[config.mk]
export PLATFORM = sky130hd
export DESIGN_NAME = tl_burst_tracker
export DESIGN_NICKNAME = d
export VERILOG_FILES = /design/src/rtl/tl_pkg.sv /design/src/rtl/tl_beat_counter.sv /design/src/rtl/tl_burst_tracker.sv
export SDC_FILE = /design/constraint.sdc
export NUM_CORES = 1
export LEC_CHECK = 0
export BUFFER_PORTS_ARGS = -buffer_cell sky130_fd_sc_hd__buf_2
export CORE_AREA = 2 2 209 211
export DETAILED_ROUTE_END_ITERATION = 12
export DIE_AREA = 0 0 211 213
export SYNTH_ARGS = -nofsm -noshare
export SYNTH_HDL_FRONTEND = slang
export SYNTH_HIERARCHICAL = 1
export SYNTH_SLANG_ARGS = --single-unit
[constraint.sdc]
create_clock -name clk_i -period 5.15 [get_ports clk_i]
set_input_delay 0.7725 -clock clk_i [delete_from_list [all_inputs] [get_ports clk_i]]
set_output_delay 0.7725 -clock clk_i [all_outputs]
set_load 0.02 [all_outputs]
[src/rtl/tl_pkg.sv]
// Shared TileLink types: channel opcodes, channel payloads and the two link
// direction bundles, plus helpers that classify data-carrying opcodes.
package tl_pkg;

    localparam int TlAddrWidth   = 56;
    localparam int TlDataWidth   = 64;
    localparam int TlSizeWidth   = 3;
    localparam int TlSourceWidth = 1;
    localparam int TlSinkWidth   = 1;
    localparam int TlMaskWidth   = TlDataWidth / 8;

    typedef enum logic [2:0] {
        PutFullData    = 3'd0,
        PutPartialData = 3'd1,
        ArithmeticData = 3'd2,
        LogicalData    = 3'd3,
        Get            = 3'd4,
        Intent         = 3'd5,
        AcquireBlock   = 3'd6,
        AcquirePerm    = 3'd7
    } tl_a_op_e;

    typedef enum logic [2:0] {
        BPutFullData    = 3'd0,
        BPutPartialData = 3'd1,
        BArithmeticData = 3'd2,
        BLogicalData    = 3'd3,
        BGet            = 3'd4,
        BIntent         = 3'd5,
        ProbeBlock      = 3'd6,
        ProbePerm       = 3'd7
    } tl_b_op_e;

    typedef enum logic [2:0] {
        CAccessAck     = 3'd0,
        CAccessAckData = 3'd1,
        CHintAck       = 3'd2,
        ProbeAck       = 3'd4,
        ProbeAckData   = 3'd5,
        Release        = 3'd6,
        ReleaseData    = 3'd7
    } tl_c_op_e;

    typedef enum logic [2:0] {
        DAccessAck     = 3'd0,
        DAccessAckData = 3'd1,
        DHintAck       = 3'd2,
        Grant          = 3'd4,
        GrantData      = 3'd5,
        ReleaseAck     = 3'd6
    } tl_d_op_e;

    typedef struct packed {
        tl_a_op_e                 opcode;
        logic [2:0]               param;
        logic [TlSizeWidth-1:0]   size;
        logic [TlSourceWidth-1:0] source;
        logic [TlAddrWidth-1:0]   address;
        logic [TlMaskWidth-1:0]   mask;
        logic [TlDataWidth-1:0]   data;
        logic                     corrupt;
    } tl_a_t;

    typedef struct packed {
        tl_b_op_e                 opcode;
        logic [1:0]               param;
        logic [TlSizeWidth-1:0]   size;
        logic [TlSourceWidth-1:0] source;
        logic [TlAddrWidth-1:0]   address;
        logic [TlMaskWidth-1:0]   mask;
        logic [TlDataWidth-1:0]   data;
        logic                     corrupt;
    } tl_b_t;

    typedef struct packed {
        tl_c_op_e                 opcode;
        logic [2:0]               param;
        logic [TlSizeWidth-1:0]   size;
        logic [TlSourceWidth-1:0] source;
        logic [TlAddrWidth-1:0]   address;
        logic [TlDataWidth-1:0]   data;
        logic                     corrupt;
    } tl_c_t;

    typedef struct packed {
        tl_d_op_e                 opcode;
        logic [1:0]               param;
        logic [TlSizeWidth-1:0]   size;
        logic [TlSourceWidth-1:0] source;
        logic [TlSinkWidth-1:0]   sink;
        logic                     denied;
        logic [TlDataWidth-1:0]   data;
        logic                     corrupt;
    } tl_d_t;

    typedef struct packed {
        logic [TlSinkWidth-1:0] sink;
    } tl_e_t;

    typedef struct packed {
        logic  a_valid;
        tl_a_t a;
        logic  b_ready;
        logic  c_valid;
        tl_c_t c;
        logic  d_ready;
        logic  e_valid;
        tl_e_t e;
    } tl_h2d_t;

    typedef struct packed {
        logic  a_ready;
        logic  b_valid;
        tl_b_t b;
        logic  c_ready;
        logic  d_valid;
        tl_d_t d;
        logic  e_ready;
    } tl_d2h_t;

    function automatic logic a_has_data(input tl_a_op_e op);
        return op inside {PutFullData, PutPartialData, ArithmeticData, LogicalData};
    endfunction

    function automatic logic b_has_data(input tl_b_op_e op);
        return op inside {BPutFullData, BPutPartialData, BArithmeticData, BLogicalData};
    endfunction

    function automatic logic c_has_data(input tl_c_op_e op);
        return op inside {CAccessAckData, ProbeAckData, ReleaseData};
    endfunction

    function automatic logic d_has_data(input tl_d_op_e op);
        return op inside {DAccessAckData, GrantData};
    endfunction

endpackage

[src/rtl/tl_beat_counter.sv]
// Per-channel beat counter: tracks the index of the current beat within a
// burst whose length (beats minus one) is presented combinationally.
module tl_beat_counter #(
    parameter int BeatWidth = 1
) (
    input  logic                 clk_i,
    input  logic                 rst_i,
    input  logic                 fire_i,
    input  logic [BeatWidth-1:0] len_i,
    output logic [BeatWidth-1:0] idx_o,
    output logic [BeatWidth-1:0] left_o,
    output logic                 first_o,
    output logic                 last_o
);

    logic [BeatWidth-1:0] idx_q;

    always_ff @(posedge clk_i) begin
        if (rst_i) begin
            idx_q <= '0;
        end else if (fire_i) begin
            if (last_o) begin
                idx_q <= '0;
            end else begin
                idx_q <= idx_q + BeatWidth'(1);
            end
        end
    end

    assign idx_o   = idx_q;
    assign first_o = (idx_q == '0);
    assign last_o  = (idx_q == len_i);
    assign left_o  = len_i - idx_q;

endmodule

[src/rtl/tl_burst_tracker.sv]
// Passive TileLink burst observer: decodes each channel's burst length from
// its header and reports beat position for channels A, B, C and D.
module tl_burst_tracker
    import tl_pkg::*;
#(
    parameter int AddrWidth   = 56,
    parameter int DataWidth   = 64,
    parameter int SizeWidth   = 3,
    parameter int SourceWidth = 1,
    parameter int SinkWidth   = 1,
    parameter int MaxSize     = 6,
    localparam int OffsetWidth = $clog2(DataWidth / 8),
    localparam int BeatWidth   = (MaxSize - OffsetWidth > 1) ? (MaxSize - OffsetWidth) : 1
) (
    input  logic                 clk_i,
    input  logic                 rst_i,
    input  tl_h2d_t              link_h2d_i,
    input  tl_d2h_t              link_d2h_i,
    output logic [BeatWidth-1:0] req_len_o,
    output logic [BeatWidth-1:0] req_idx_o,
    output logic [BeatWidth-1:0] req_left_o,
    output logic                 req_first_o,
    output logic                 req_last_o,
    output logic [BeatWidth-1:0] prb_len_o,
    output logic [BeatWidth-1:0] prb_idx_o,
    output logic [BeatWidth-1:0] prb_left_o,
    output logic                 prb_first_o,
    output logic                 prb_last_o,
    output logic [BeatWidth-1:0] rel_len_o,
    output logic [BeatWidth-1:0] rel_idx_o,
    output logic [BeatWidth-1:0] rel_left_o,
    output logic                 rel_first_o,
    output logic                 rel_last_o,
    output logic [BeatWidth-1:0] gnt_len_o,
    output logic [BeatWidth-1:0] gnt_idx_o,
    output logic [BeatWidth-1:0] gnt_left_o,
    output logic                 gnt_first_o,
    output logic                 gnt_last_o
);

    // Link structs come from the package, so the parameters must agree with it.
    if (AddrWidth != TlAddrWidth || DataWidth != TlDataWidth || SizeWidth != TlSizeWidth ||
        SourceWidth != TlSourceWidth || SinkWidth != TlSinkWidth) begin : gen_width_check
        $error("tl_burst_tracker parameters disagree with tl_pkg link widths");
    end

    function automatic logic [BeatWidth-1:0] beat_len(input logic has_data,
                                                      input logic [SizeWidth-1:0] size);
        int          sz;
        logic [31:0] full;
        sz = int'(size);
        if (sz > MaxSize) begin
            return '1;
        end
        if (!has_data || sz <= OffsetWidth) begin
            return '0;
        end
        full = (32'd1 << (sz - OffsetWidth)) - 32'd1;
        return full[BeatWidth-1:0];
    endfunction

    logic req_fire, prb_fire, rel_fire, gnt_fire;

    assign req_fire = link_h2d_i.a_valid & link_d2h_i.a_ready;
    assign prb_fire = link_d2h_i.b_valid & link_h2d_i.b_ready;
    assign rel_fire = link_h2d_i.c_valid & link_d2h_i.c_ready;
    assign gnt_fire = link_d2h_i.d_valid & link_h2d_i.d_ready;

    assign req_len_o = beat_len(a_has_data(link_h2d_i.a.opcode), link_h2d_i.a.size);
    assign prb_len_o = beat_len(b_has_data(link_d2h_i.b.opcode), link_d2h_i.b.size);
    assign rel_len_o = beat_len(c_has_data(link_h2d_i.c.opcode), link_h2d_i.c.size);
    assign gnt_len_o = beat_len(d_has_data(link_d2h_i.d.opcode), link_d2h_i.d.size);

    // Payload beyond opcode/size is observed but deliberately ignored.
    logic unused_link;
    assign unused_link = ^{link_h2d_i, link_d2h_i};

    tl_beat_counter #(.BeatWidth(BeatWidth)) u_req_cnt (
        .clk_i  (clk_i),
        .rst_i  (rst_i),
        .fire_i (req_fire),
        .len_i  (req_len_o),
        .idx_o  (req_idx_o),
        .left_o (req_left_o),
        .first_o(req_first_o),
        .last_o (req_last_o)
    );

    tl_beat_counter #(.BeatWidth(BeatWidth)) u_prb_cnt (
        .clk_i  (clk_i),
        .rst_i  (rst_i),
        .fire_i (prb_fire),
        .len_i  (prb_len_o),
        .idx_o  (prb_idx_o),
        .left_o (prb_left_o),
        .first_o(prb_first_o),
        .last_o (prb_last_o)
    );

    tl_beat_counter #(.BeatWidth(BeatWidth)) u_rel_cnt (
        .clk_i  (clk_i),
        .rst_i  (rst_i),
        .fire_i (rel_fire),
        .len_i  (rel_len_o),
        .idx_o  (rel_idx_o),
        .left_o (rel_left_o),
        .first_o(rel_first_o),
        .last_o (rel_last_o)
    );

    tl_beat_counter #(.BeatWidth(BeatWidth)) u_gnt_cnt (
        .clk_i  (clk_i),
        .rst_i  (rst_i),
        .fire_i (gnt_fire),
        .len_i  (gnt_len_o),
        .idx_o  (gnt_idx_o),
        .left_o (gnt_left_o),
        .first_o(gnt_first_o),
        .last_o (gnt_last_o)
    );

endmodule

Yosys cells after proc, flatten, opt, wreduce, memory -nomap -nowiden:

Index checks and enable logic that the tools add are counted.

* add/subtract/negate cells: 16
* $lt $le $gt $ge: 8
* equality and inequality tests: 15
* shift-type cells: 4
* mux-type cells: 32
* bitwise gates (word level): 4
* reduce and logical (&&, ||, !) cells: 18

Operators by type and width (count)
* 1-bit by 32-bit << shifter with 3-bit output, first input constant: 4
* 3-bit 2-to-1 mux: 20
* 3-bit logical NOT: 6
* 3-bit by 2-bit subtractor with 4-bit output, second input constant: 4
* 3-bit by 1-bit adder with 3-bit output, second input constant: 4
* 3-bit by 1-bit equality test with 1-bit output, second input constant: 4
* 3-bit by 2-bit equality test with 1-bit output, second input constant: 4
* 3-bit equality test: 4
* 3-bit greater-than comparator, second input constant: 4
* 3-bit by 2-bit less-or-equal comparator with 1-bit output, second input constant: 4
* 1-bit 2-to-1 mux: 12
* 3-bit by 1-bit subtractor with 3-bit output, second input constant: 4
* 3-bit subtractor: 4
* 3-bit equality test, second input constant: 3
* 4-bit nonzero test: 2
* 1-bit AND: 4
* 1-bit logical NOT: 4
* 1-bit logical OR: 4
* 3-bit nonzero test: 1
* 2-bit nonzero test: 1

* register bits: 12
* output and inout bits: 44
* logic and storage cells: 101

Logic depth before layout (Yosys ltp):

* depth after elaboration: 10
* depth in mapped cells: 11

By module:

Netlist, hierarchy kept.

By module, submodules not included
* tl_beat_counter: times used 4, cells an instance 26, area an instance 244.0 sq um, sequential area each 60.1 sq um
* tl_burst_tracker: times used 1, cells an instance 81, area an instance 559.3 sq um, sequential area each 0.0 sq um

Worst setup path after synthesis:

OpenSTA, ideal clock, no wires.

* path kind: in2out
* start: input link_h2d_i[266] in the netlist's numbering
* end: output req_left_o[2]
* arrival: 3.571 ns
* setup slack: 0.806 ns
* cell stages on the path: 10
* cells stage by stage: ha_1 > ha_1 > nor2b_1 > o211ai_1 > ha_1 > or3_1 > a21oi_1 > inv_1 > fa_1 > xnor2_1

* word-level cells in the longest chain between the ends: 7
* elaborated cells on any way between the ends: 13
* classes of those cells: 3 x add/sub; 2 x order compare; 1 x shift; 6 x mux; 1 x reduce/logical

Ends and longest elaborated chain
* start: declaration: line tl_burst_tracker.sv:17 `input tl_h2d_t link_h2d_i,`
* branches (longest 5 deep; another with 3-bit by 2-bit subtractor with 4-bit output)
* 3-bit 2-to-1 mux *: line tl_burst_tracker.sv:55 `if (!has_data || sz <= OffsetWidth) begin`
* via req_len_o[1]: line tl_burst_tracker.sv:19 `output logic [BeatWidth-1:0] req_len_o,`
* 3-bit subtractor *: line tl_beat_counter.sv:33 `assign left_o = len_i - idx_q;`
* end: declaration: line tl_burst_tracker.sv:21 `output logic [BeatWidth-1:0] req_left_o,`

Mark *: on every way through the listed nets, which the timed path passes. The select of a mux whose other input is x is not followed.

Final worst setup path:

* start: input link_h2d_i[266] in the netlist's numbering
* end: output req_left_o[2]

* word-level cells in the longest chain between the ends: 7
* elaborated cells on any way between the ends: 13
* classes of those cells: 3 x add/sub; 2 x order compare; 1 x shift; 6 x mux; 1 x reduce/logical

Ends and longest elaborated chain (line)
* branches (longest 5 deep; another with 3-bit by 2-bit subtractor with 4-bit output)
* 3-bit 2-to-1 mux *: tl_burst_tracker.sv:55
* 3-bit subtractor *: tl_beat_counter.sv:33

Every way passes the cells marked *. The select of a mux whose other input is x is not followed.

==> key figures <==
Place
  – Pre-CTS setup slack: 0.772 ns
  – Gp weighted congestion: ~0.68
  – DP HPWL: 4730 um
  – DP Cell Count: roughly 800
  – Port Buf Inserts: 72

Flow run
  – Max Cap Viol: 0

Clocking
  – CTS buffer count: 3
  – Setup bufs post-CTS: 0
  – CTS hold repair buffers: 0
  – CTS tree: built
  – Longest Clk Path Bufs: 2
  – Clk Latency, worst-skew pair: ~0.24 ns
  – Root cell of the clock tree: clkbuf_16
  – Htree depth: 1
  – CTS resizes: 0
  – Clock transition at the registers of the reported paths: ~0.04 ns
  – Sink Count: 12

Routing
  – Drt wl/cell: 6.42 um
  – DRC viols: 0
  – Routed via count: approximately 1500
  – Post-route ant nets: 0
  – Starting DRT DRC Count: 38
  – Routed wire length: between 5000 and 6000 um
  – Via/cell ratio: about 1.9
  – DRT Pass-1 Iters: 4

Cells and area
  – Nets: a little under 800
  – Ant. Diodes: 0
  – Filler cells: roughly 5000
  – Area growth, synth to finish: 72.9%
  – Share of cells above drive strength 1: between 30 and 40%
  – Final Non-Filler Cells: 806

Synth
  – Register area share after synthesis: between 15 and 20%
  – Post-synth EDFFs: 0
  – FF+latch count, synth: 12
  – Distinct cells, synth: 30
  – Synth Area in Simple Gates: about a quarter
  – Post-synthesis cell area: 1540 um2
  – Async S/R FF share, synth: 0%
  – Syn Area/Cell: ~8.3 um2
  – Adder-cell share of the synthesized area: a little under a third
  – Compound-Gate Fraction of Synth Area: between 5 and 6%
  – Ys Warns: 6
  – Xor-xnor portion of the synthesized cell area: between 10% and 20%
  – Multiplexer share of the synthesized area: 2.61%
  – Cells after Synth: ~190
  – Most used DFF post-synth: dfxtp_1
  – Post-synth net total: 718
  – Largest family of logic cells by synthesized area: adder cells

Global routing
  – GR Util All Layers: 2.37%
  – First-pass GRT wire length: about 7500 um
  – Initial antenna violation count: 1
  – Vias in the first global route: about 1400
  – Total gr overflow: 0
  – Largest net degree at the start of global routing: 13

Timing
  – Setup TNS: 0 ns
  – Worst Tran Pin Value: between 0.5 and 0.6 ns
  – Fin worst setup slack: ~0.87 ns
  – RSZ-0062 raised after global routing: false
  – Final Hold Fails: 0
  – Minimum clock period: roughly 4.3 ns
  – Clock skew: roughly 0.00041 ns
  – Pins Over Slew Limit: 0
  – Relative slew slack: between 60% and 70%
  – Final period util: just over 80%
  – Fmax: roughly 0.23 GHz
  – Setup violations, final: 0

Critical path
  – Startpoint types: primary input
  – Critical Path RT: 4.38 ns
  – Reg2Reg Depth: 4
  – Critical path endpoint category: primary output
  – CP max FO: 4
  – Worst Setup Path Type: primary input to primary output
  – CP Data Arrival Time: between 3 and 4 ns

Power and ir drop
  – Max IR drop VDD: approximately 0.063 mV
  – Pwr Density: 174 nW/um2
  – Leak pwr: 1.07 nW

Hold path
  – Min-delay worst type: register to register
  – Hold depth: 2

Die
  – # rows: 76
  – Core area: 42700 um2
  – Die Ht: between 200 and 250 um
  – Die width: 211 um
  – Die area: roughly 45000 um2
  – Initial Util: roughly 3.6%
  – IO Pins: between 500 and 600

Outcome
  – Run status: complete, no violations
worst paths after layout:
check	startpoint	endpoint	slack, ns
worst max-delay path	link_h2d_i[266]	req_left_o[2]	0.87
worst min-delay path	u_gnt_cnt/idx_o[1]$_SDFFE_PP0P_	u_gnt_cnt/idx_o[1]$_SDFFE_PP0P_	0.60
worst max register to register	u_rel_cnt/idx_o[1]$_SDFFE_PP0P_	u_rel_cnt/idx_o[0]$_SDFFE_PP0P_	3.89
worst min register to register	u_gnt_cnt/idx_o[1]$_SDFFE_PP0P_	u_gnt_cnt/idx_o[1]$_SDFFE_PP0P_	0.60
routing by layer:
layer | vias up | track usage, % | wire, um
met4 | 0 | 1.82 | 171
met5 | - | 0 | 0
met3 | 5 | 0.412 | 205
met1 | 700 | 2.45 | 1980
li1 | 765 | - | -
met2 | 44 | 4.29 | 2820
power breakdown:
part	switching (W)	leakage (nW)	internal, W
Sequential	0.00000678	0.0975	0.0000974
Clock	0.0000416	0.0370	0.000101
Combinational	0.000132	0.938	0.0000836
flip-flops by register name, summed over array words and instances (netlist names):
name and cells:
u_gnt_cnt/idx_o 3, u_rel_cnt/idx_o 3, u_req_cnt/idx_o 3, u_prb_cnt/idx_o 3
cell families (layout without fill, tap and decap cells):
| kind of cell | after synthesis | in the layout |
|---|---|---|
| multiplexers | 4 | 4 |
| AND/OR/NAND/NOR | 62 | 62 |
| XOR/XNOR | 19 | 19 |
| adder cells (fa/ha/maj) | 36 | 36 |
| AO/OA/AOI/OAI | 16 | 16 |
| flip-flops | 12 | 12 |
| buffers and inverters | 36 | 111 |
layout by cell type (no fill, tap or decap), types with 2 or more instances in the layout:
cell type and instances:
buf_2 72, inv_1 35, ha_1 32, nor3_1 15, xnor2_1 14, dfxtp_1 12, nor2_1 7, o21ai_0 6
nand2_1 5, xor2_1 5, o21ai_1 4, nor2b_1 4, a21oi_1 4, and2_1 4, and3_2 4, and2b_2 4
and4_4 4, mux2i_1 4, fa_1 4, nor3b_1 3, nand3_1 3, clkbuf_16 3, nand3b_1 2, nand2b_1 2
worst max-delay path: stages:
cell	delay [ns]
buf_2	0.12
ha_1	0.19
ha_1	0.30
nor2b_1	0.16
o211ai_1	0.14
ha_1	0.29
or3_1	0.36
a21oi_1	0.29
inv_1	0.11
fa_1	0.44
xnor2_1	0.15
buf_2	0.18
through the flow:
stage	instance area [um2]	utilization, %	hold WS (ns)	power [W]
5_1_grt	2650	6.22	0.637	0.000499
3_5_place_dp	2580	6.04	0.593	0.000326
2_1_floorplan	1540	-	0.643	0.000244
6_report	2650	6.22	0.601	0.000462
4_1_cts	2650	6.22	0.602	0.000475
3_3_place_gp	2580	6.04	0.586	0.000322
cell type report:
class / count / area, um2 / share of cell area [%]
multi-input combinational: 137 / 1160 / 43.7
tap: 546 / 683 / 25.7
timing repair buffer: 72 / 360 / 13.6
sequential: 12 / 240 / 9.05
inverter: 36 / 135 / 5.09
clock buffer: 3 / 75.1 / 2.83
cells in the mapped netlist (5+ instances only):
cell,number,area (um2)
nor3_1,15,75.1
dfxtp_1,12,240
xor2_1,5,43.8
nor2_1,7,26.3
nand2_1,5,18.8
o21ai_0,6,30.0
ha_1,32,400
xnor2_1,14,123
inv_1,35,131
Note: power is estimated with default switching activity, not from simulation.
